--- config.mk ---
export PLATFORM = sky130hd
export DESIGN_NAME = multibit_mcp_rx_arb
export DESIGN_NICKNAME = d
export VERILOG_FILES = /design/src/rtl/multibit_mcp_rx_arb.sv
export SDC_FILE = /design/constraint.sdc
export NUM_CORES = 1
export LEC_CHECK = 0
export CORE_ASPECT_RATIO = 0.9
export CORE_UTILIZATION = 55
export DETAILED_ROUTE_END_ITERATION = 8
export DONT_BUFFER_PORTS = 1
export PLACE_DENSITY = 0.76
export REMOVE_ABC_BUFFERS = 1
export SLEW_MARGIN = 20
export SYNTH_ARGS = -nofsm -noshare
export SYNTH_HDL_FRONTEND = slang
export SYNTH_SLANG_ARGS = --single-unit
--- constraint.sdc ---
create_clock -name clk -period 5.7 [get_ports clk]
set_clock_uncertainty 0.1 [all_clocks]
set_input_delay 1.14 -clock clk [delete_from_list [all_inputs] [get_ports clk]]
set_output_delay 1.14 -clock clk [all_outputs]
set_load 0.02 [all_outputs]
--- src/rtl/multibit_mcp_rx_arb.sv ---
// ---------------------------------------------------------------------------
// multibit_mcp_rx_arb
//
// Receive side of a multi-channel multi-cycle-path (MCP) toggle synchroniser.
// Everything here runs in the destination clock domain.
//
// Each of NUM_CH foreign-domain channels presents a request toggle plus a
// payload. The payload is held stable until the matching ack toggle comes
// back. For each channel:
//   - the request toggle is synchronised through SYNC_STAGES flops;
//   - the toggle is turned into a single-cycle pulse;
//   - the payload is captured into a one-entry slot.
// Full slots are merged into one valid/ready stream by a round-robin
// arbiter. A channel's ack toggle flips when its slot is released into the
// output register.
//
// Parameters
//   NUM_CH       number of source channels (>= 1)
//   DATA_WIDTH   payload width per channel
//   SYNC_STAGES  flops per synchroniser chain (>= 2)
//
// Ports
//   clk       destination clock; all state changes on its rising edge
//   reset_n   asynchronous active-low reset
//   req_tgl   per-channel request toggles (asynchronous)
//   req_data  per-channel payloads; channel i is [i*DATA_WIDTH +: DATA_WIDTH]
//   ack_tgl   per-channel ack toggles returned to the sources
//   m_valid   output stream valid
//   m_data    output stream payload
//   m_ch      source channel of m_data
//   m_ready   output stream ready
//   overrun   sticky per-channel protocol-violation flags
//
// Optional feature
//   Define MULTIBIT_MCP_RX_OVERRUN_DET_EN to enable overrun detection.
//   With it enabled, a request that arrives while its slot is still full
//   sets overrun[i] until reset. Without it, overrun is tied to zero.
// ---------------------------------------------------------------------------
module multibit_mcp_rx_arb #(
  parameter int NUM_CH      = 4,
  parameter int DATA_WIDTH  = 32,
  parameter int SYNC_STAGES = 2,
  localparam int CH_W       = (NUM_CH > 1) ? $clog2(NUM_CH) : 1
) (
  input  logic                         clk,
  input  logic                         reset_n,
  input  logic [NUM_CH-1:0]            req_tgl,
  input  logic [NUM_CH*DATA_WIDTH-1:0] req_data,
  output logic [NUM_CH-1:0]            ack_tgl,
  output logic                         m_valid,
  output logic [DATA_WIDTH-1:0]        m_data,
  output logic [CH_W-1:0]              m_ch,
  input  logic                         m_ready,
  output logic [NUM_CH-1:0]            overrun
);

  // Synchroniser chains: one vector per stage, bit i belongs to channel i.
  logic [NUM_CH-1:0]     sync_q [SYNC_STAGES];
  logic [NUM_CH-1:0]     sync_d [SYNC_STAGES];
  logic [NUM_CH-1:0]     edge_q;
  logic [NUM_CH-1:0]     edge_d;
  logic [NUM_CH-1:0]     pulse_s;

  // One-entry slots.
  logic [NUM_CH-1:0]     full_q;
  logic [NUM_CH-1:0]     full_d;
  logic [DATA_WIDTH-1:0] slot_data_q [NUM_CH];
  logic [DATA_WIDTH-1:0] slot_data_d [NUM_CH];

  // Arbiter and output register.
  logic [CH_W-1:0]       rr_ptr_q;
  logic [CH_W-1:0]       rr_ptr_d;
  logic                  any_full_s;
  logic [CH_W-1:0]       gnt_s;
  logic [DATA_WIDTH-1:0] gnt_data_s;
  logic                  take_s;
  logic                  load_s;
  logic [NUM_CH-1:0]     ack_q;
  logic [NUM_CH-1:0]     ack_d;
  logic                  m_valid_q;
  logic                  m_valid_d;
  logic [DATA_WIDTH-1:0] m_data_q;
  logic [DATA_WIDTH-1:0] m_data_d;
  logic [CH_W-1:0]       m_ch_q;
  logic [CH_W-1:0]       m_ch_d;

  // Synchroniser shift and edge-register next-state.
  always_comb begin
    sync_d[0] = req_tgl;
    for (int s = 1; s < SYNC_STAGES; s++) begin
      sync_d[s] = sync_q[s-1];
    end
    edge_d  = sync_q[SYNC_STAGES-1];
    pulse_s = sync_q[SYNC_STAGES-1] ^ edge_q;
  end

  // Round-robin search.
  // The first pass looks for the lowest full slot at or above rr_ptr. The
  // second pass looks for the lowest full slot overall, which is the
  // wrapped choice. Loop indices are constants after unrolling, so there is
  // no variable indexing into the slot arrays.
  always_comb begin
    logic            found_hi;
    logic            found_lo;
    logic [CH_W-1:0] gnt_hi;
    logic [CH_W-1:0] gnt_lo;
    found_hi = 1'b0;
    found_lo = 1'b0;
    gnt_hi   = '0;
    gnt_lo   = '0;
    for (int i = 0; i < NUM_CH; i++) begin
      if (full_q[i] && !found_hi && (i >= int'(rr_ptr_q))) begin
        found_hi = 1'b1;
        gnt_hi   = CH_W'(i);
      end else begin
        found_hi = found_hi;
      end
      if (full_q[i] && !found_lo) begin
        found_lo = 1'b1;
        gnt_lo   = CH_W'(i);
      end else begin
        found_lo = found_lo;
      end
    end
    any_full_s = found_lo;
    if (found_hi) begin
      gnt_s = gnt_hi;
    end else begin
      gnt_s = gnt_lo;
    end
    gnt_data_s = '0;
    for (int i = 0; i < NUM_CH; i++) begin
      if (gnt_s == CH_W'(i)) begin
        gnt_data_s = slot_data_q[i];
      end else begin
        gnt_data_s = gnt_data_s;
      end
    end
  end

  // The output register may accept a new word when it is empty or its
  // current word is being consumed this cycle.
  assign take_s = !m_valid_q || m_ready;
  assign load_s = take_s && any_full_s;

  // Slot, ack, arbiter-pointer and output-register next-state.
  always_comb begin
    full_d      = full_q;
    slot_data_d = slot_data_q;
    ack_d       = ack_q;
    rr_ptr_d    = rr_ptr_q;
    m_valid_d   = m_valid_q;
    m_data_d    = m_data_q;
    m_ch_d      = m_ch_q;

    if (load_s) begin
      m_valid_d = 1'b1;
      m_data_d  = gnt_data_s;
      m_ch_d    = gnt_s;
      if (gnt_s == CH_W'(NUM_CH - 1)) begin
        rr_ptr_d = '0;
      end else begin
        rr_ptr_d = gnt_s + CH_W'(1);
      end
    end else if (take_s) begin
      m_valid_d = 1'b0;
    end else begin
      m_valid_d = m_valid_q;
    end

    for (int i = 0; i < NUM_CH; i++) begin
      // A granted slot is always full, so release and capture never collide.
      if (load_s && (gnt_s == CH_W'(i))) begin
        full_d[i] = 1'b0;
        ack_d[i]  = ~ack_q[i];
      end else begin
        full_d[i] = full_d[i];
      end
      // The test uses the current (pre-release) full bit. A request that
      // lands in the same cycle its slot is freed is therefore dropped.
      if (pulse_s[i] && !full_q[i]) begin
        full_d[i]      = 1'b1;
        slot_data_d[i] = req_data[i*DATA_WIDTH +: DATA_WIDTH];
      end else begin
        slot_data_d[i] = slot_data_d[i];
      end
    end
  end

  // State registers for synchronisers, slots, arbiter and output stage.
  always_ff @(posedge clk or negedge reset_n) begin
    if (!reset_n) begin
      for (int s = 0; s < SYNC_STAGES; s++) begin
        sync_q[s] <= '0;
      end
      edge_q <= '0;
      full_q <= '0;
      for (int i = 0; i < NUM_CH; i++) begin
        slot_data_q[i] <= '0;
      end
      rr_ptr_q  <= '0;
      ack_q     <= '0;
      m_valid_q <= 1'b0;
      m_data_q  <= '0;
      m_ch_q    <= '0;
    end else begin
      for (int s = 0; s < SYNC_STAGES; s++) begin
        sync_q[s] <= sync_d[s];
      end
      edge_q <= edge_d;
      full_q <= full_d;
      for (int i = 0; i < NUM_CH; i++) begin
        slot_data_q[i] <= slot_data_d[i];
      end
      rr_ptr_q  <= rr_ptr_d;
      ack_q     <= ack_d;
      m_valid_q <= m_valid_d;
      m_data_q  <= m_data_d;
      m_ch_q    <= m_ch_d;
    end
  end

  assign ack_tgl = ack_q;
  assign m_valid = m_valid_q;
  assign m_data  = m_data_q;
  assign m_ch    = m_ch_q;

`ifdef MULTIBIT_MCP_RX_OVERRUN_DET_EN
  logic [NUM_CH-1:0] overrun_q;
  logic [NUM_CH-1:0] overrun_d;

  // Sticky flag: a request seen while its slot still holds a word.
  always_comb begin
    overrun_d = overrun_q | (pulse_s & full_q);
  end

  // Overrun flag register.
  always_ff @(posedge clk or negedge reset_n) begin
    if (!reset_n) begin
      overrun_q <= '0;
    end else begin
      overrun_q <= overrun_d;
    end
  end

  assign overrun = overrun_q;
`else
  assign overrun = '0;
`endif

endmodule
==> results of run 1 <==
[cell usage after synthesis]
cell / n
clkbuf_2: 1
o21a_1: 1
a32oi_1: 1
and2_1: 1
nand2b_1: 3
a31o_2: 1
mux2_2: 128
nand4b_1: 1
or4_1: 1
xnor2_1: 8
buf_4: 4
ha_1: 4
nand2_1: 34
inv_1: 34
dfrtp_1: 185
mux2i_1: 1
and3_1: 1
clkbuf_1: 32
a21o_1: 5
and2_4: 1
conb_1: 1
a21oi_1: 66
a21boi_0: 2
o21ai_0: 1
buf_1: 2
a31oi_1: 33
buf_6: 5
a41o_1: 1
buf_2: 12
a221o_1: 32
nand3b_1: 32
nand3_1: 7
nor2_1: 5
[routing by layer]
layer	GRT usage, %	vias up
li1	-	2251
met1	28.8	2625
met2	41.6	205
met3	11.2	20
met4	7.05	2
met5	0	-
[cells by family after synthesis]
kind of cell / count (synthesis) / share of synthesized area (%)
muxes: 129 / 18.1
xor gates and xnor gates: 8 / 0.872
other: 1 / 0.0466
AOI/OAI and AO/OA: 143 / 11.8
and+or+nand+nor: 86 / 5.95
adders and majority gates: 4 / 0.623
buffers and inverters: 90 / 5.06
DFF: 185 / 57.6
[flip-flops by register name, summed over array words and instances (netlist names)]
register     cells
full_q           4
slot_data_q    128
m_ch             2
ack_tgl          4
m_valid          1
m_data          32
edge_q           4
sync_d           4
edge_d           4
rr_ptr_q         2
[final timing paths]
| check | slack [ns] | depth (start not counted) | end | start |
|---|---|---|---|---|
| min in group asynchronous | 0.31 | 0 | slot_data_q[41] | reset_n |
| worst min-delay path | 0.25 | 0 | edge_d[2] | sync_d[2] |
| worst max register to register | 2.73 | 8 | m_data[29] | full_q[3] |
| worst min register to register | 0.25 | 0 | edge_d[2] | sync_d[2] |
| max in group asynchronous | 4.89 | 0 | slot_data_q[114] | reset_n |
| worst max-delay path | 2.73 | 8 | m_data[29] | full_q[3] |
[per-stage QoR]
step	util (%)	cell area (um^2)	total power [W]	cells	hold WS (ns)
floorplan	-	7770	0.00434	593	0.231
global route	61.8	8740	0.00654	825	0.262
detailed placement	57.2	8100	0.00500	790	0.238
global placement	57.0	8080	0.00484	789	0.236
CTS	61.1	8650	0.00611	822	0.254
finish	61.8	8740	0.00614	825	0.253
[final cells by class]
cell class	instances	share of cell area, %
Tap cell	193	2.76
Inverter	34	1.46
Clock buffer	20	5.11
Sequential cell	185	52.9
Clock inverter	12	1.14
Multi-Input combinational cell	374	35.1
Timing Repair Buffer	7	1.52
[cell usage in the layout, fill, tap and decap left out, types with 2 or more instances in the layout]
master,count
dfrtp_1,185
mux2_2,128
a21oi_1,66
inv_1,34
nand2_1,34
a31oi_1,33
nand3b_1,32
a221o_1,32
clkbuf_16,17
xnor2_1,8
nand3_1,7
clkinv_2,6
a21o_1,5
nor2_4,4
conb_1,4
buf_16,4
clkinvlp_4,3
buf_4,3
nand2b_1,2
a21boi_0,2
ha_2,2
clkbuf_1,2
[report_power, final]
part | leakage (nW) | internal (W) | switching, W | total (W)
Combinational | 1.18 | 0.00125 | 0.00125 | 0.00250
Clock | 0.266 | 0.000610 | 0.000481 | 0.00109
Sequential | 2.17 | 0.00196 | 0.000591 | 0.00255
[worst max-delay path, delay by kind of cell, from the launching register on]
kind / cells / cell delay (ns)
adders and majority gates: 1 / 0.63
DFF: 1 / 0.50
and+or+nand+nor: 2 / 0.36
AOI/OAI and AO/OA: 4 / 0.81
buffers and inverters: 1 / 0.47
==> results.ini, run 1 <==
[setup_path]
slowest_delay_ns=0.63
cpMaxStageDelayCell=ha_2
worstSetupStartpointType=flip-flop
crit_required_ns=5.93
cp.arrival_ns=3.21
crit_type=flip-flop to flip-flop
path_cells=nand4b_1 -> o21a_1 -> and3_1 -> ha_2 -> buf_4 -> a21oi_1 -> a221o_1 -> a31oi_1
end_kind=flip-flop
cp_max_fo=34

[final_layout]
synthToLayoutAreaGrowth_pct=8.76
layout-drive-gt1-share_pct=27.8
seqCellArea_um2=4630
multiInputGateArea_um2=3070
fill_cells=1096
diodes=0
final_nets=758

[drt]
drt_first_iter_violations=376
top_layer_used=met5
ant_nets=0
route.layer.met1.wl_um=7260
wl_per_cell_um=21.8
dr_total_vias=5103
drt-pass1-iter-count=5
wl_met2_um=8760
vias_per_cell=6.19
met3_length_um=1770
routed_wl_um=18000
drc=0

[yosys]
netlist_instances=646
synth_top_area_cell=dfrtp_1
avgSynthCellArea_um2=12.4
synth_area_um2=8040
yosysUniqueCellTypes=33
ys_ff_latch=185
ys_warn_count=0
synth_top_area_share_pct=57.6
synthTopCellsByArea=dfrtp_1 (58%), mux2_2 (18%), a21oi_1 (4.1%), a221o_1 (4.0%), nand3b_1 (3.0%)
ys_seq_area_share_pct=57.6

[clock_tree]
root_buffer=clkbuf_16
hold_buffers=0
clk_pin_slew_ns=0.07
cts_tree=done
cts_buffer_depth=2
ctsHtreeMaxLevel=4
ctsResizeCount=0
clock-sinks=185
cts_made_buffers=17
cts_setup_buffers=0
insertion_delay_ns=0.42

[sta]
worst_pin_slew_ns=0.948
rsz0062_at_grt=false
timing.final.crit_share_pct=52.2
finalSetupViolations=0
hold_viol_final=0
final.setup.tns_ns=0
worst_slack_ns=2.73
slew_headroom_pct=36.8
fmax_mhz=336
report.final.slew_viol_count=0
period_needed_ns=2.97

[floorplan]
die_y_um=117
row_count=41
die_area_um2=15100
die_x_um=129
ios=178
initial_utilization_pct=56.8
core_area_um2=14200

[grt]
overflow=0
grt_pass1_vias=5284
grt_pass1_wl_um=27900
grt_max_degree=186
grt_util_all_layers_pct=24.8
antenna_found_initial=3

[power]
vdd_ir_drop_max_mv=0.358
leakage_nw=3.61
power_density_nw_per_um2=702

[run_status]
status=finished clean

[placed_design]
hpwlAfterDp_um=11200
placement.io_buffers=0
place.gp.congestion=0.743
dp_slack_ns=2.66

[job]
drv_cap=0

[hold_path]
hp-class=flip-flop to flip-flop

Note: power is estimated with default switching activity, not from simulation.
==> run 2, diff against run 1 <==
clock period = 2.9 ns   (was 5.7 ns; I/O delays follow)
==> run 2 against run 1 <==
Net effect:
- combinational power increased by 100%
- largest power group is now combinational logic
- sequential cell count stayed put
- register-to-register slack worse by 2.5 ns
- the run now ends with hold timing left
- via count is 0.90% higher
- fmax increased by 11%
==> results.ini, run 2 (synthesis gave the netlist of run 1 again) <==
[run_status]
status=finished, violations left
violations=hold timing

[setup_path]
path_cells=mux2i_1 -> a32oi_1 -> and2_1 -> ha_2 -> buf_4 -> a21oi_1 -> a221o_1 -> a31oi_1
critPathBufInv=1  ; unchanged
cp.arrival_ns=2.92  ; -0.29 ns
r2r_setup_slack_ns=0.23  ; -2.50 ns
end_kind=flip-flop
crit_cells=8  ; unchanged
critical_path.top_delay_family=compound AO/OA/AOI/OAI gates
cp_max_fo=41  ; +21%
crit_required_ns=3.15  ; -2.78 ns
cpMaxStageDelayCell=dfrtp_1
r2r_cells=8  ; unchanged
worstSetupStartpointType=flip-flop
crit_type=flip-flop to flip-flop
slowest_delay_ns=0.50  ; -0.13 ns

[placed_design]
place_area_um2=8250  ; +1.8%
placement.io_buffers=0  ; unchanged
hpwlAfterDp_um=12100  ; +8.6%
dp_slack_ns=0.324  ; -2.33 ns
place.gp.congestion=0.832  ; +12%

[floorplan]
core_area_um2=14200  ; unchanged
die_area_um2=15100  ; unchanged
die_x_um=129  ; unchanged
initial_utilization_pct=56.8  ; unchanged
row_count=41  ; unchanged
die_y_um=117  ; unchanged
ios=178  ; unchanged

[sta]
worst_slack_ns=0.228  ; -2.50 ns
report.final.slew_viol_count=0  ; unchanged
finalSetupViolations=0  ; unchanged
period_needed_ns=2.67  ; -0.302 ns
worst_pin_slew_ns=0.662  ; -0.286 ns
final.setup.tns_ns=0  ; unchanged
fmax_mhz=374  ; +11%
timing.final.crit_share_pct=92.1  ; +40 points
rsz0062_at_grt=false
whs_ns=-0.262  ; -0.515 ns
slew_headroom_pct=55.8  ; +19 points
hold_viol_final=185  ; +185

[grt]
grt_max_degree=186  ; unchanged
grt_util_all_layers_pct=26.5  ; +1.7 points
overflow=0  ; unchanged
grt_pass1_vias=5416  ; +2.5%
grt_pass1_wl_um=29200  ; +4.5%
antenna_found_initial=2  ; -1

[power]
sequentialPowerShare_pct=40.6  ; -0.9 points
leakage_nw=3.65  ; +1.1%
combPwrFrac_pct=41.4  ; +0.7 points
vdd_ir_drop_max_mv=0.654  ; +82%
power_density_nw_per_um2=1400  ; +99%
p_int_w=0.00765  ; +100%
p_total_w=0.0123  ; +100%
p_sw_share_pct=38.0  ; +0.21 points
switching_power_w=0.00469  ; +100%
pwr-share-clk_pct=18.0  ; +0.2 points

[final_layout]
final_nets=767  ; +1.2%
top_register=slot_data_q
largest_register_ffs=128  ; unchanged
layout_commonest_cell=dfrtp_1
stdcell_area_um2=8820  ; +0.87%
layout_common_cells=dfrtp_1 (185), mux2_2 (128), a21oi_1 (66)
final_util_pct=62.3  ; +0.54 points
diodes=0  ; unchanged
fill_cells=1139  ; +3.9%
layout-drive-gt1-share_pct=29.0  ; +1.2 points
synthToLayoutAreaGrowth_pct=9.71

[clock_tree]
root_buffer=clkbuf_16
clock-sinks=185  ; unchanged
cts_buffer_depth=2  ; unchanged
ctsHtreeMaxLevel=4  ; unchanged
cts_made_buffers=17  ; unchanged
insertion_delay_ns=0.43  ; about the same
ctsResizeCount=0  ; unchanged
cts_tree=done
clk_pin_slew_ns=0.07  ; about the same
cts_setup_buffers=0  ; unchanged

[drt]
routed_wl_um=19000  ; +5.5%
dr_total_vias=5149  ; +0.90%
ant_nets=0  ; unchanged
drt_first_iter_violations=315  ; -16%
wl_per_cell_um=22.8  ; +4.4%
vias_per_cell=6.17  ; -0.19%
drc=0  ; unchanged
drt-pass1-iter-count=5  ; unchanged

[job]
drv_cap=0  ; unchanged

[hold_path]
hp-class=input pin to async pin

==> run 2: cell type report <==
cell class	count	area (um^2)	area share, %
tap	193	241	2.74
clock inverter	12	114	1.29
clock buffer	20	457	5.18
sequential	185	4630	52.5
multi-input combinational	374	3060	34.6
timing repair buffer	16	195	2.21
inverter	34	128	1.45
==> run 2: worst paths after layout <==
path / end / from
max in group asynchronous: slot_data_q[19] / reset_n
worst min-delay path: slot_data_q[121] / reset_n
min in group clk: sync_d[3] / req_tgl[3]
worst min register to register: edge_d[2] / sync_d[2]
worst max register to register: m_data[30] / full_q[3]
worst max-delay path: m_data[30] / full_q[3]
==> run 2: power by group through the flow <==
stage               Combinational, W  Sequential (W)  Clock, W
floorplan                    0.00379         0.00474         0
global placement             0.00482         0.00496         0
detailed placement           0.00507         0.00504         0
CTS                          0.00513         0.00501   0.00226
global route                 0.00556         0.00517   0.00237
finish                       0.00511         0.00501   0.00222
==> run 2: worst register-to-register path: stages (launching register included) <==
cell     delay, ns
dfrtp_1       0.50
mux2i_1       0.12
a32oi_1       0.34
and2_1        0.24
ha_2          0.19
buf_4         0.36
a21oi_1       0.18
a221o_1       0.37
a31oi_1       0.19
==> run 2: stage by stage <==
step | instances | hold WS, ns
after floorplan | 593 | 0.184
after global routing | 834 | -0.287
after CTS | 834 | -0.276
final | 834 | -0.262
after global placement | 802 | 0.188
after detailed placement | 802 | 0.188
==> run 2: metal layers <==
metal	wire length [um]	GRT usage (%)
met5	10	0
met4	273	8.84
met3	1970	11.5
met2	9230	44.2
met1	7510	30.7
